`src/rtl/mage_pkg.sv`:
```
// Shared Mage types and data-memory front-end constants.
package mage_pkg;

    typedef enum logic [1:0] {
        IDLE   = 2'd0,
        CONFIG = 2'd1,
        EXEC   = 2'd2,
        DONE   = 2'd3
    } state_t;

    localparam logic [31:0] DMEM_BASE_ADDR   = 32'hF000_0000;
    localparam int unsigned DMEM_REGION_W    = 20;
    localparam int unsigned DMEM_STALL_MAX   = 4;
    localparam int unsigned DMEM_N_BANKS     = 8;
    localparam int unsigned DMEM_BANK_ADDR_W = 10;
    localparam int unsigned DMEM_DATA_W      = 32;
    localparam int unsigned DMEM_BANK_IDX_W  = 8;

    // Registered context of one granted external access.
    typedef struct packed {
        logic [DMEM_BANK_IDX_W-1:0] bank;
        logic                       we;
        logic                       err;
    } dmem_ext_rsp_t;

endpackage

```
`src/rtl/dmem_addr_map.sv`:
```
// Maps an external byte address onto (bank, bank word address) with a
// runtime power-of-two interleave, and flags addresses outside the region.
module dmem_addr_map
    import mage_pkg::*;
#(
    parameter int unsigned N_BANKS     = DMEM_N_BANKS,
    parameter int unsigned BANK_ADDR_W = DMEM_BANK_ADDR_W,
    parameter int unsigned DATA_W      = DMEM_DATA_W,
    parameter logic [31:0] BASE_ADDR   = DMEM_BASE_ADDR,
    parameter int unsigned REGION_W    = DMEM_REGION_W
) (
    input  logic [31:0]                  addr_i,
    input  logic [3:0]                   block_size_i,
    output logic [$clog2(N_BANKS)-1:0]   bank_o,
    output logic [BANK_ADDR_W-1:0]       bank_addr_o,
    output logic                         in_range_o
);

    localparam int unsigned BANK_W      = $clog2(N_BANKS);
    localparam int unsigned OFF_W       = $clog2(DATA_W / 8);
    localparam logic [31:0] REGION_MASK = 32'((64'd1 << REGION_W) - 64'd1);

    logic [31:0] word;
    logic [31:0] low_mask;
    logic [31:0] region_off;
    int unsigned ke;

    always_comb begin
        word       = addr_i >> OFF_W;
        ke         = (32'(block_size_i) < BANK_ADDR_W) ? 32'(block_size_i) : BANK_ADDR_W;
        low_mask   = (32'd1 << ke) - 32'd1;
        region_off = addr_i & REGION_MASK;

        bank_o      = BANK_W'(word >> ke);
        // High word bits skip over the bank-select field, low bits stay in place.
        bank_addr_o = BANK_ADDR_W'(((word >> (ke + BANK_W)) << ke) | (word & low_mask));
        in_range_o  = ((addr_i >> REGION_W) == (BASE_ADDR >> REGION_W)) &&
                      ((region_off >> (OFF_W + BANK_ADDR_W + BANK_W)) == 32'd0);
    end

endmodule

```
`src/rtl/dmem_bank_arbiter.sv`:
```
// Per-bank arbiter between the Mage PEA ports and one external bus port,
// with starvation protection for the external master and a 1-stage response.
module dmem_bank_arbiter
    import mage_pkg::*;
#(
    parameter int unsigned N_BANKS     = DMEM_N_BANKS,
    parameter int unsigned BANK_ADDR_W = DMEM_BANK_ADDR_W,
    parameter int unsigned DATA_W      = DMEM_DATA_W,
    parameter logic [31:0] BASE_ADDR   = DMEM_BASE_ADDR,
    parameter int unsigned REGION_W    = DMEM_REGION_W,
    parameter int unsigned STALL_MAX   = DMEM_STALL_MAX
) (
    input  logic                                    clk_i,
    input  logic                                    rst_i,
    input  state_t                                  state_i,
    input  logic [3:0]                              reg_block_size_i,

    input  logic [N_BANKS-1:0]                      mage_req_i,
    input  logic [N_BANKS-1:0]                      mage_we_i,
    input  logic [N_BANKS-1:0][BANK_ADDR_W-1:0]     mage_addr_i,
    input  logic [N_BANKS-1:0][DATA_W-1:0]          mage_wdata_i,
    output logic [N_BANKS-1:0]                      mage_stall_o,
    output logic [N_BANKS-1:0]                      mage_rvalid_o,
    output logic [N_BANKS-1:0][DATA_W-1:0]          mage_rdata_o,

    input  logic                                    ext_req_i,
    input  logic                                    ext_we_i,
    input  logic [DATA_W/8-1:0]                     ext_be_i,
    input  logic [31:0]                             ext_addr_i,
    input  logic [DATA_W-1:0]                       ext_wdata_i,
    output logic                                    ext_gnt_o,
    output logic                                    ext_rvalid_o,
    output logic [DATA_W-1:0]                       ext_rdata_o,
    output logic                                    ext_err_o,

    output logic [N_BANKS-1:0]                      dmem_req_o,
    output logic [N_BANKS-1:0]                      dmem_we_o,
    output logic [N_BANKS-1:0][DATA_W/8-1:0]        dmem_be_o,
    output logic [N_BANKS-1:0][BANK_ADDR_W-1:0]     dmem_addr_o,
    output logic [N_BANKS-1:0][DATA_W-1:0]          dmem_wdata_o,
    input  logic [N_BANKS-1:0][DATA_W-1:0]          dmem_rdata_i
);

    localparam int unsigned BANK_W = $clog2(N_BANKS);
    localparam int unsigned BE_W   = DATA_W / 8;
    localparam int unsigned CNT_W  = $clog2(STALL_MAX + 1);

    logic [BANK_W-1:0]      ext_bank;
    logic [BANK_ADDR_W-1:0] ext_baddr;
    logic                   ext_in_range;

    logic [CNT_W-1:0]       deny_cnt_q, deny_cnt_d;
    dmem_ext_rsp_t          rsp_q, rsp_d;
    logic                   rsp_vld_q, rsp_vld_d;
    logic [N_BANKS-1:0]     mage_rd_q, mage_rd_d;

    logic                   exec;
    logic [N_BANKS-1:0]     mage_act;
    logic                   conflict;
    logic                   force_ext;
    logic                   ext_gnt;
    logic                   ext_bank_gnt;
    logic                   ext_own;
    logic [BANK_W-1:0]      rsp_bank;

    dmem_addr_map #(
        .N_BANKS     (N_BANKS),
        .BANK_ADDR_W (BANK_ADDR_W),
        .DATA_W      (DATA_W),
        .BASE_ADDR   (BASE_ADDR),
        .REGION_W    (REGION_W)
    ) u_addr_map (
        .addr_i       (ext_addr_i),
        .block_size_i (reg_block_size_i),
        .bank_o       (ext_bank),
        .bank_addr_o  (ext_baddr),
        .in_range_o   (ext_in_range)
    );

    // Arbitration, bank muxing and next response state.
    always_comb begin
        exec         = (state_i == EXEC);
        mage_act     = exec ? mage_req_i : '0;
        conflict     = ext_req_i && ext_in_range && mage_act[ext_bank];
        force_ext    = conflict && (deny_cnt_q == CNT_W'(STALL_MAX));
        ext_gnt      = ext_req_i && (!ext_in_range || !conflict || force_ext);
        ext_bank_gnt = ext_gnt && ext_in_range;
        ext_gnt_o    = ext_gnt;
        deny_cnt_d   = (!ext_req_i || ext_gnt) ? '0 : deny_cnt_q + CNT_W'(1);

        mage_stall_o = '0;
        mage_rd_d    = '0;
        dmem_req_o   = '0;
        dmem_we_o    = '0;
        dmem_be_o    = '0;
        dmem_addr_o  = '0;
        dmem_wdata_o = '0;
        ext_own      = 1'b0;

        for (int unsigned i = 0; i < N_BANKS; i++) begin
            ext_own = ext_bank_gnt && (ext_bank == BANK_W'(i));
            // Outside EXEC every Mage request is reported as not serviced.
            mage_stall_o[i] = exec ? (mage_req_i[i] && ext_own) : mage_req_i[i];
            if (ext_own) begin
                dmem_req_o[i]   = 1'b1;
                dmem_we_o[i]    = ext_we_i;
                dmem_be_o[i]    = ext_be_i;
                dmem_addr_o[i]  = ext_baddr;
                dmem_wdata_o[i] = ext_wdata_i;
            end else if (mage_act[i]) begin
                dmem_req_o[i]   = 1'b1;
                dmem_we_o[i]    = mage_we_i[i];
                dmem_be_o[i]    = {BE_W{1'b1}};
                dmem_addr_o[i]  = mage_addr_i[i];
                dmem_wdata_o[i] = mage_wdata_i[i];
                mage_rd_d[i]    = !mage_we_i[i];
            end
        end

        rsp_vld_d  = ext_gnt;
        rsp_d.bank = DMEM_BANK_IDX_W'(ext_bank);
        rsp_d.we   = ext_we_i;
        rsp_d.err  = !ext_in_range;
    end

    always_ff @(posedge clk_i) begin
        if (rst_i) begin
            deny_cnt_q <= '0;
            rsp_q      <= '0;
            rsp_vld_q  <= 1'b0;
            mage_rd_q  <= '0;
        end else begin
            deny_cnt_q <= deny_cnt_d;
            rsp_q      <= rsp_d;
            rsp_vld_q  <= rsp_vld_d;
            mage_rd_q  <= mage_rd_d;
        end
    end

    // Response outputs: registered context qualifies the banks' read data.
    always_comb begin
        rsp_bank     = BANK_W'(rsp_q.bank);
        ext_rvalid_o = rsp_vld_q;
        ext_err_o    = rsp_vld_q && rsp_q.err;
        ext_rdata_o  = (rsp_vld_q && !rsp_q.we && !rsp_q.err) ? dmem_rdata_i[rsp_bank] : '0;
        mage_rvalid_o = mage_rd_q;
        for (int unsigned i = 0; i < N_BANKS; i++) begin
            mage_rdata_o[i] = mage_rd_q[i] ? dmem_rdata_i[i] : '0;
        end
    end

endmodule

```
`config.mk`:
```
export PLATFORM = sky130hd
export DESIGN_NAME = dmem_bank_arbiter
export DESIGN_NICKNAME = d
export VERILOG_FILES = /design/src/rtl/mage_pkg.sv /design/src/rtl/dmem_addr_map.sv /design/src/rtl/dmem_bank_arbiter.sv
export SDC_FILE = /design/constraint.sdc
export NUM_CORES = 1
export LEC_CHECK = 0
export CORE_AREA = 2 2 535 537
export DETAILED_ROUTE_END_ITERATION = 8
export DIE_AREA = 0 0 537 539
export GPL_TIMING_DRIVEN = 0
export PLACE_DENSITY = 0.3
export SLEW_MARGIN = 20
export SYNTH_ARGS = -nofsm -noshare
export SYNTH_HDL_FRONTEND = slang
export SYNTH_HIERARCHICAL = 1
export SYNTH_SLANG_ARGS = --single-unit
```
`constraint.sdc`:
```
create_clock -name clk_i -period 5.6 [get_ports clk_i]
set_clock_uncertainty 0.15 [all_clocks]
set_input_delay 1.12 -clock clk_i [delete_from_list [all_inputs] [get_ports clk_i]]
set_output_delay 1.12 -clock clk_i [all_outputs]
set_load 0.05 [all_outputs]
```
# After elaboration in Yosys (flattened, before gate mapping)
# Index checks and enable logic that the tools add are counted.
dict set report totals {
  latch_bits 0
  in_bits 686
  ramBits 0
  rom_bits 0
  n_memories 0
  reg_bits 17
}
dict set report classes {
  n_mul 0
  magnitude_cmp 3
  n_eq_ne 10
  addsub 3
  bitwise_logic 10
  n_reduce_logical 52
  n_div 0
  n_shift 4
  mux 103
}
# operator n
set ops {}
lappend ops {{32-bit 2-to-1 mux} 26}
lappend ops {{10-bit 2-to-1 mux} 16}
lappend ops {{32-bit binary-select mux with 3-bit select} 1}
lappend ops {{4-bit 2-to-1 mux} 17}
lappend ops {{1-bit 2-to-1 mux} 41}
lappend ops {{32-bit by 2-bit adder with 32-bit output, second input constant} 1}
lappend ops {{32-bit zero test} 1}
lappend ops {{1-bit by 32-bit left shift with 10-bit output, first input constant} 1}
lappend ops {{32-bit by 32-bit left shift with 10-bit output} 1}
lappend ops {{30-bit by 32-bit >> shifter with 32-bit output} 1}
lappend ops {{30-bit by 4-bit >> shifter with 3-bit output} 1}
lappend ops {{1-bit logical AND} 25}
lappend ops {{3-bit OR reduction} 8}
lappend ops {{3-bit == test, second input constant} 5}
lappend ops {{1-bit zero test} 13}
lappend ops {{12-bit == test, second input constant} 1}
lappend ops {{10-bit bitwise AND} 1}
lappend ops {{10-bit OR} 1}
lappend ops {{10-bit by 1-bit subtractor with 10-bit output, second input constant} 1}
lappend ops {{3-bit by 4-bit less-than comparator with 1-bit output, second input constant} 2}
lappend ops {{8-bit 2-to-1 mux} 1}
lappend ops {{1-bit inverter} 8}
lappend ops {{3-bit by 2-bit == test with 1-bit output, second input constant} 2}
lappend ops {{4-bit less-than comparator, second input constant} 1}
lappend ops {{7 further kinds} 9}

# Logic depth before layout (Yosys ltp)
# Gate-level depths: netlist of the first run.
dict set report logic_depth {
  ltp_word 14
  ltp_mapped 14
}

# Cells and area by module
# The synthesis of the first run kept the hierarchy.
# mod seq_area_each_um2 n_inst area_each_um2 cells_per_inst
set by_module_without_submodules {}
lappend by_module_without_submodules {dmem_bank_arbiter 340.3 1 10635.2 1528}
lappend by_module_without_submodules {dmem_addr_map 0.0 1 1290.0 173}

# Worst setup path after synthesis of the first run
# No wires, ideal clock.
dict set report synth_path {
  path_kind {input -> output}
  from {in reg_block_size_i[3]}
  to {out mage_stall_o[0]}
  slack_ns -0.295
  stages 13
  t_arrival_ns 4.625
  path_cell_list {buf_6 -> a21oi_2 -> buf_4 -> mux4_2 -> nand2_1 -> o21ai_0 -> buf_4 -> nand2b_1 -> buf_2 -> a2111o_1 -> buf_2 -> buf_2 -> a21boi_0}
}
dict set report synth_between {
  elab_chain_cells 14
}
# item line_no
set synth_lines {}
lappend synth_lines {{from (decl)} dmem_bank_arbiter.sv:16} ;# input logic [3:0] reg_block_size_i,
lappend synth_lines {{4-bit less-than comparator} dmem_addr_map.sv:30} ;# ke = (32'(block_size_i) < BANK_ADDR_W) ? 32'(block_size_i) : BANK_ADDR_W;
lappend synth_lines {{4-bit 2-to-1 mux *} dmem_addr_map.sv:30}
lappend synth_lines {{30-bit by 4-bit >> shifter with 3-bit output *} dmem_addr_map.sv:34} ;# bank_o = BANK_W'(word >> ke);
lappend synth_lines {{named net ext_bank[1]} dmem_bank_arbiter.sv:48} ;# logic [BANK_W-1:0] ext_bank;
lappend synth_lines {{1-bit binary-select mux with 3-bit select} dmem_bank_arbiter.sv:84} ;# conflict = ext_req_i && ext_in_range && mage_act[ext_bank];
lappend synth_lines {{1-bit 2-to-1 mux (not written as such)} dmem_bank_arbiter.sv:84}
lappend synth_lines {{1-bit logical AND} dmem_bank_arbiter.sv:84}
lappend synth_lines {{1-bit zero test} dmem_bank_arbiter.sv:86} ;# ext_gnt = ext_req_i && (!ext_in_range || !conflict || force_ext);
lappend synth_lines {{1-bit logical OR (2 in series)} dmem_bank_arbiter.sv:86}
lappend synth_lines {{1-bit logical AND} dmem_bank_arbiter.sv:86}
lappend synth_lines {{1-bit logical AND} dmem_bank_arbiter.sv:87} ;# ext_bank_gnt = ext_gnt && ext_in_range;
lappend synth_lines {{1-bit logical AND *} dmem_bank_arbiter.sv:101} ;# ext_own = ext_bank_gnt && (ext_bank == BANK_W'(i));
lappend synth_lines {{1-bit logical AND *} dmem_bank_arbiter.sv:103} ;# mage_stall_o[i] = exec ? (mage_req_i[i] && ext_own) : mage_req_i[i];
lappend synth_lines {{1-bit 2-to-1 mux *} dmem_bank_arbiter.sv:103}
lappend synth_lines {{to (decl)} dmem_bank_arbiter.sv:22} ;# output logic [N_BANKS-1:0] mage_stall_o,
# The timed path passes the listed nets; every way through them passes the cells marked *. The select of a mux whose other input is x is not followed.

==> results of run 1 <==
-- registers in the layout, summed over array words and instances, names as in the netlist --
signal,count
deny_cnt_q,3
ext_rvalid_o,1
mage_rvalid_o,8
rsp_bank,3
rsp_q,2
-- worst max path at each step --
stage | from | endpoint | cells after the start
6_report | reg_block_size_i[2] | dmem_addr_o[56] | 16
2_1_floorplan | reg_block_size_i[2] | dmem_addr_o[51] | 12
4_1_cts | state_i[1] | dmem_wdata_o[106] | 9
3_5_place_dp | reg_block_size_i[1] | dmem_wdata_o[67] | 13
3_3_place_gp | reg_block_size_i[1] | dmem_addr_o[79] | 13
5_1_grt | reg_block_size_i[2] | dmem_wdata_o[67] | 15
-- power by group through the flow --
| stage | Combinational (mW) | Sequential [mW] | Clock [mW] |
|---|---|---|---|
| global placement | 2.34 | 0.137 | 0 |
| detailed placement | 2.37 | 0.137 | 0 |
| CTS | 2.46 | 0.134 | 0.168 |
| floorplan | 0.912 | 0.134 | 0 |
| global route | 2.52 | 0.134 | 0.166 |
| finish | 2.43 | 0.133 | 0.165 |
-- cells by family after synthesis --
family	synth area share, %
simple gates	34.1
mux	35.0
buf+inv	9.02
fa+ha+maj	0.315
compound gates	18.6
xor+xnor	0.147
flops	2.85
-- layer usage --
metal  vias up  share of wire, %  track usage (%)
met5         -              0.20                0
met1     10772                36             17.6
met2      1354                53             31.3
met4        78               3.0             4.61
met3       259               7.9             5.03
li1       9141                 -                -
-- layout make-up --
| type | count | area, µm² | share of cell area, % |
|---|---|---|---|
| Antenna cell | 62 | 155 | 0.449 |
| Timing Repair Buffer | 1459 | 14700 | 42.4 |
| Tap cell | 3762 | 4710 | 13.6 |
| Clock inverter | 1 | 5.00 | 0.0145 |
| Sequential cell | 17 | 342 | 0.988 |
| Inverter | 52 | 198 | 0.572 |
| Multi-Input combinational cell | 1432 | 12900 | 37.2 |
| Buffer | 193 | 1570 | 4.54 |
| Clock buffer | 3 | 75.1 | 0.217 |
-- cell usage in the layout (no fill, tap or decap), drive strengths merged, types with 9 or more instances in the layout --
cell type,count
and2,270
nand3,9
o21ai,18
diode,62
nor2,47
nand2,457
nor3,10
clkbuf,149
clkdlybuf4s15,49
inv,52
mux2i,224
o32ai,173
clkdlybuf4s50,958
mux2,25
mux4,72
buf,472
a21oi,15
dfxtp,17
dlygate4sd2,17
-- what timing repair did --
item / CTS / global route
buffers inserted: 42 / 12
resized for setup: 2714 / 171
setup endpoints to repair: 401 / 345
pin swaps: 37 / 17
cloned: 7 / 2
hold endpoints to repair: 0 / 0
-- worst reg2reg max path: stages (launching register included) --
cell       delay (ns)
dfxtp_1          0.35
inv_1            0.05
ha_1             0.18
and2_1           0.14
buf_2            0.20
nor4_4           0.35
buf_8            0.20
nor3_4           0.09
clkbuf_16        0.20
buf_4            0.18
buf_4            0.16
nor4b_1          0.59
-- metrics by stage --
stage | cells | power (mW) | setup slack (ns)
floorplan | 1701 | 1.05 | -0.211
global placement | 6836 | 2.47 | -4.42
detailed placement | 6863 | 2.50 | -3.86
CTS | 6911 | 2.76 | -0.0808
global route | 6937 | 2.82 | -0.0278
finish | 6981 | 2.73 | 0.0388
==> flow_summary.json, run 1 <==
{
  "outcome": "completed",
  "r2r_end": "mage_rvalid_o[7]",
  "syn_inst": 1701,
  "worst-path-max-fanout": 11,
  "setup_viol": 0,
  "h-tree-depth": 1,
  "yosys_most_used_dff": "dfxtp_1",
  "clk_latency_ns": 0.27,
  "dpl_cell_area_um2": 31500,
  "grt_antenna_before_repair": 144,
  "start_util_pct": 4.20,
  "synth.top_cells.by_area": "mux2i_1 (19%), nand2_1 (14%), and2_1 (14%), mux4_2 (13%), o32ai_1 (13%)",
  "yosysTopAreaCell": "mux2i_1",
  "grt_max_degree": 12,
  "path_cells": "buf_12 > o21ai_4 > nand2_4 > buf_6 > mux4_2 > mux2i_2 > o21ai_4 > buf_4 > mux2i_2 > nor4_4 > buf_8 > nor3_4 > buf_12 > buf_4 > o32ai_1 > clkbuf_4",
  "grt.overflow.total": 0,
  "cp_top_family": "buffers and inverters",
  "synth_top_area_share_pct": 18.8,
  "cts_root_buf": "clkbuf_16",
  "synthTopCellsByCount": "nand2_1 (455), and2_1 (270), mux2i_1 (224)",
  "seqPwrFrac_pct": 4.9,
  "drive_gt1_share_pct": 30.1,
  "min_period_ns": 5.56,
  "drv_cap": 0,
  "cp-start-kind": "input port",
  "min_to": "deny_cnt_q[0]",
  "io_buffer_count": 1373,
  "hold_depth": 1,
  "synth_warnings": 6,
  "fin_area_um2": 34600,
  "synthesis.area_um2": 11900,
  "worst_ir_drop_vdd_mv": 0.0876,
  "avgSynthCellArea_um2": 7.01,
  "swShare_pct": 57.3,
  "p_sw_mw": 1.56,
  "pwr-share-clk_pct": 6.0,
  "rsz0062_at_grt": "yes",
  "critPathArrivalTime_ns": 4.29,
  "comb_power_share_pct": 89.1,
  "finalWirelength_um": 252000,
  "fin_setup_tns_ns": 0,
  "cts.sinks": 17,
  "slew_violations": 0,
  "wl_per_cell_um": 36.1,
  "path_clk_slew_ns": 0.06,
  "r2r_start": "deny_cnt_q[0]",
  "fp.dieW_um": 537,
  "grt_pass1_wl_um": 303000,
  "dr_total_vias": 21604,
  "p_leak_nw": 12.3,
  "vias_per_cell": 3.09,
  "row_count": 196,
  "drc": 0,
  "track_usage_pct": 16.6,
  "grt_pass1_vias": 22431,
  "drtAntennaViolNets": 0,
  "r2r_setup_slack_ns": 2.58,
  "worst-slew-pin-transition_ns": 1.11,
  "first_pass_iters": 7,
  "nNetsFinal": 3847,
  "fmax_mhz": 180,
  "dp_hpwl_um": 227000,
  "synth.distinct_cells": 70,
  "hold_slack_ns": 0.315,
  "min-delay-start": "deny_cnt_q[0]",
  "synth_seq_cells": 17,
  "synth_edf_count": 0,
  "fill_cells": 32733,
  "cts_made_buffers": 3,
  "finalHoldViolations": 0,
  "cts_tree": "built",
  "pwr_density_cell_nw_per_um2": 78.9,
  "async_flop_share_pct": 0,
  "drtIter0Drc": 1337,
  "yosysMostFrequentCell": "nand2_1",
  "die_area_um2": 289000,
  "core_area_um2": 284000,
  "cp-end-kind": "output pin",
  "cts_hold_buf": 0,
  "area_growth_syn_to_layout_pct": 190,
  "die_h_um": 539,
  "critPathBufInv": 7,
  "clock_path_buffers": 2,
  "ioPinCount": 1377,
  "final_util_pct": 12.2,
  "p_int_mw": 1.16,
  "synth_seq_area_share_pct": 2.85,
  "required_ns": 4.33,
  "slew-limit-headroom_pct": 26.1,
  "cp_slowest_stage_delay_ns": 0.42,
  "syn_nets": 2390,
  "worst_path_max_delay_cell": "mux4_2",
  "r2r_cells": 11,
  "hold_path_class": "reg -> reg",
  "finalCritPeriodShare_pct": 99.3,
  "critical_path_class": "in -> out",
  "gp_congestion": 0.930
}
No activity file was read; power rests on OpenSTA's default activity.
==> inputs of run 2 (changes only) <==
--- a/config.mk
+++ b/config.mk
@@ -10,7 +10,6 @@
 export DIE_AREA = 0 0 537 539
 export GPL_TIMING_DRIVEN = 0
 export PLACE_DENSITY = 0.3
-export SLEW_MARGIN = 20
 export SYNTH_ARGS = -nofsm -noshare
 export SYNTH_HDL_FRONTEND = slang
 export SYNTH_HIERARCHICAL = 1
==> run 2 against run 1 <==
Net effect: the run now ends with negative setup slack left; final area is 2.4% lower; clock power fell by 3%; combinational power about the same; global-route usage decreased by 0.097 points; flip-flop and latch count unchanged; power is 1.0% lower; routed wire length shrank 0.42%; critical endpoint is now dmem_be_o[2].
==> flow_summary.json, run 2 (same netlist as run 1, synthesis figures left out) <==
{
  "die_area_um2": 289000,
  "cp-startpoint": "ext_addr_i[27]",
  "worst_path_max_delay_cell": "clkdlybuf4s50_1",
  "outcome": "finished with violations",
  "first_pass_iters": 5,
  "gp_congestion": 0.930,
  "r2r_cells": 10,
  "worst-slew-pin-transition_ns": 1.33,
  "cp-end-kind": "output pin",
  "final_common_cell": "clkdlybuf4s50_1",
  "drc": 0,
  "setup_viol": 5,
  "finalWirelength_um": 251000,
  "worst-path-max-fanout": 10,
  "p_sw_mw": 1.55,
  "track_usage_pct": 16.5,
  "pwr_density_cell_nw_per_um2": 80.0,
  "dp_hpwl_um": 224000,
  "hold_path_class": "reg -> reg",
  "path_cells": "clkdlybuf4s50_1 > nor4_4 > nand4_1 > nor2_4 > buf_4 > buf_6 > and2_2 > nand2b_4 > buf_12 > a2111o_1 > buf_6 > buf_12 > mux2_4 > clkdlybuf4s15_2",
  "fin_area_um2": 33800,
  "worst_ir_drop_vdd_mv": 0.0809,
  "grt_pass1_vias": 22332,
  "min_period_ns": 5.62,
  "finalHoldViolations": 0,
  "cts_made_buffers": 3,
  "cp_top_family": "buffers and inverters",
  "hold_slack_ns": 0.311,
  "p_leak_nw": 12.1,
  "slew_violations": 0,
  "cts_root_buf": "clkbuf_16",
  "fmax_mhz": 178,
  "rsz0062_at_grt": "yes",
  "r2r_end": "mage_rvalid_o[7]",
  "drive_gt1_share_pct": 29.7,
  "core_area_um2": 284000,
  "pwr-share-clk_pct": 5.9,
  "p_int_mw": 1.15,
  "slew-limit-headroom_pct": 11.2,
  "finalCritPeriodShare_pct": 100,
  "r2r_start": "deny_cnt_q[0]",
  "fill_cells": 32877,
  "grt_pass1_wl_um": 301000,
  "clk_latency_ns": 0.26,
  "power_mw": 2.70,
  "ioPinCount": 1377,
  "grt_antenna_before_repair": 149,
  "critPathBufInv": 7,
  "cts.sinks": 17,
  "nNetsFinal": 3843,
  "dr_total_vias": 21652,
  "hold_depth": 1,
  "path_clk_slew_ns": 0.06,
  "wl_per_cell_um": 35.9,
  "grt.overflow.total": 0,
  "required_ns": 4.33,
  "violations": "negative setup slack",
  "comb_power_share_pct": 89.2,
  "die_h_um": 539,
  "r2r_setup_slack_ns": 2.90,
  "largest_reg_flops": 8,
  "drtAntennaViolNets": 0,
  "io_buffer_count": 1373,
  "critical_path_class": "in -> out",
  "fin_setup_tns_ns": -0.0622,
  "cts_tree": "built",
  "seqPwrFrac_pct": 4.9,
  "fin_ws_ns": -0.0177,
  "dp.cells": 6846,
  "h-tree-depth": 1,
  "vias_per_cell": 3.09,
  "area_growth_syn_to_layout_pct": 183,
  "grt_max_degree": 11,
  "drtIter0Drc": 1296,
  "cp-start-kind": "input port",
  "swShare_pct": 57.5,
  "fp.dieW_um": 537,
  "clock_path_buffers": 2,
  "min-delay-start": "deny_cnt_q[0]",
  "drv_cap": 0,
  "cp_slowest_stage_delay_ns": 0.44,
  "dpl_cell_area_um2": 31100,
  "min_to": "deny_cnt_q[0]",
  "row_count": 196,
  "critPathArrivalTime_ns": 4.35,
  "instances_no_fill": 7007,
  "start_util_pct": 4.20,
  "mostFrequentLayoutCells": "clkdlybuf4s50_1 (961), nand2_1 (448), and2_1 (264)"
}
run 2: cell count changes in the layout (fill, tap and decap cells not counted), moves of 17 or more:
cell,previous run,this run
buf_6,121,94
clkbuf_2,36,59
clkbuf_4,30,58
clkdlybuf4s15_2,48,23
diode_2,62,92
o32ai_4,48,31
run 2: area by class of cell:
class / instances / area (µm²) / area share [%]
inverter: 52 / 198 / 0.586
clock buffer: 3 / 75.1 / 0.222
sequential: 17 / 340 / 1.01
multi-input combinational: 1432 / 12600 / 37.3
timing repair buffer: 1455 / 14000 / 41.6
clock inverter: 1 / 5.00 / 0.0148
tap: 3762 / 4710 / 13.9
antenna: 92 / 230 / 0.682
buffer: 193 / 1570 / 4.65
run 2: through the flow:
| step | util [%] | setup WS (ns) |
|---|---|---|
| after floorplan | - | -0.211 |
| after global placement | 10.9 | -4.42 |
| after detailed placement | 10.9 | -4.25 |
| after CTS | 11.7 | -0.354 |
| after global routing | 11.8 | -0.116 |
| final | 11.9 | -0.0177 |
run 2: worst max path at each step:
stage | endpoint | slack (ns) | cells past startpoint
floorplan | dmem_addr_o[51] | -0.21 | 12
global placement | dmem_addr_o[79] | -4.42 | 13
detailed placement | dmem_wdata_o[67] | -4.25 | 13
CTS | dmem_addr_o[59] | -0.35 | 14
global route | dmem_wdata_o[67] | -0.12 | 16
finish | dmem_be_o[2] | -0.02 | 14
run 2: routing by layer:
layer / track usage (%) / up-vias / part of all wire (%)
met5: 0 / - / 0.17
met1: 17.3 / 10751 / 36
li1: - / 9169 / -
met3: 5.11 / 282 / 8.7
met2: 30.9 / 1390 / 51
met4: 5.22 / 60 / 4.1
run 2: timing repair:
| action | in CTS | in global routing |
|---|---|---|
| cloned | 7 | 0 |
| hold buffers | 0 | 0 |
| resized for setup | 2209 | 662 |
| setup buffers | 68 | 14 |
| endpoints found under the setup margin | 401 | 379 |
| pin swaps | 32 | 20 |
| hold endpoints to repair | 0 | 0 |
run 2: power groups by stage:
| stage | registers, mW | logic [mW] | clock network (mW) |
|---|---|---|---|
| after floorplan | 0.134 | 0.912 | 0 |
| after global placement | 0.137 | 2.34 | 0 |
| after detailed placement | 0.137 | 2.34 | 0 |
| after CTS | 0.134 | 2.42 | 0.167 |
| after global routing | 0.134 | 2.50 | 0.169 |
| final | 0.133 | 2.41 | 0.160 |
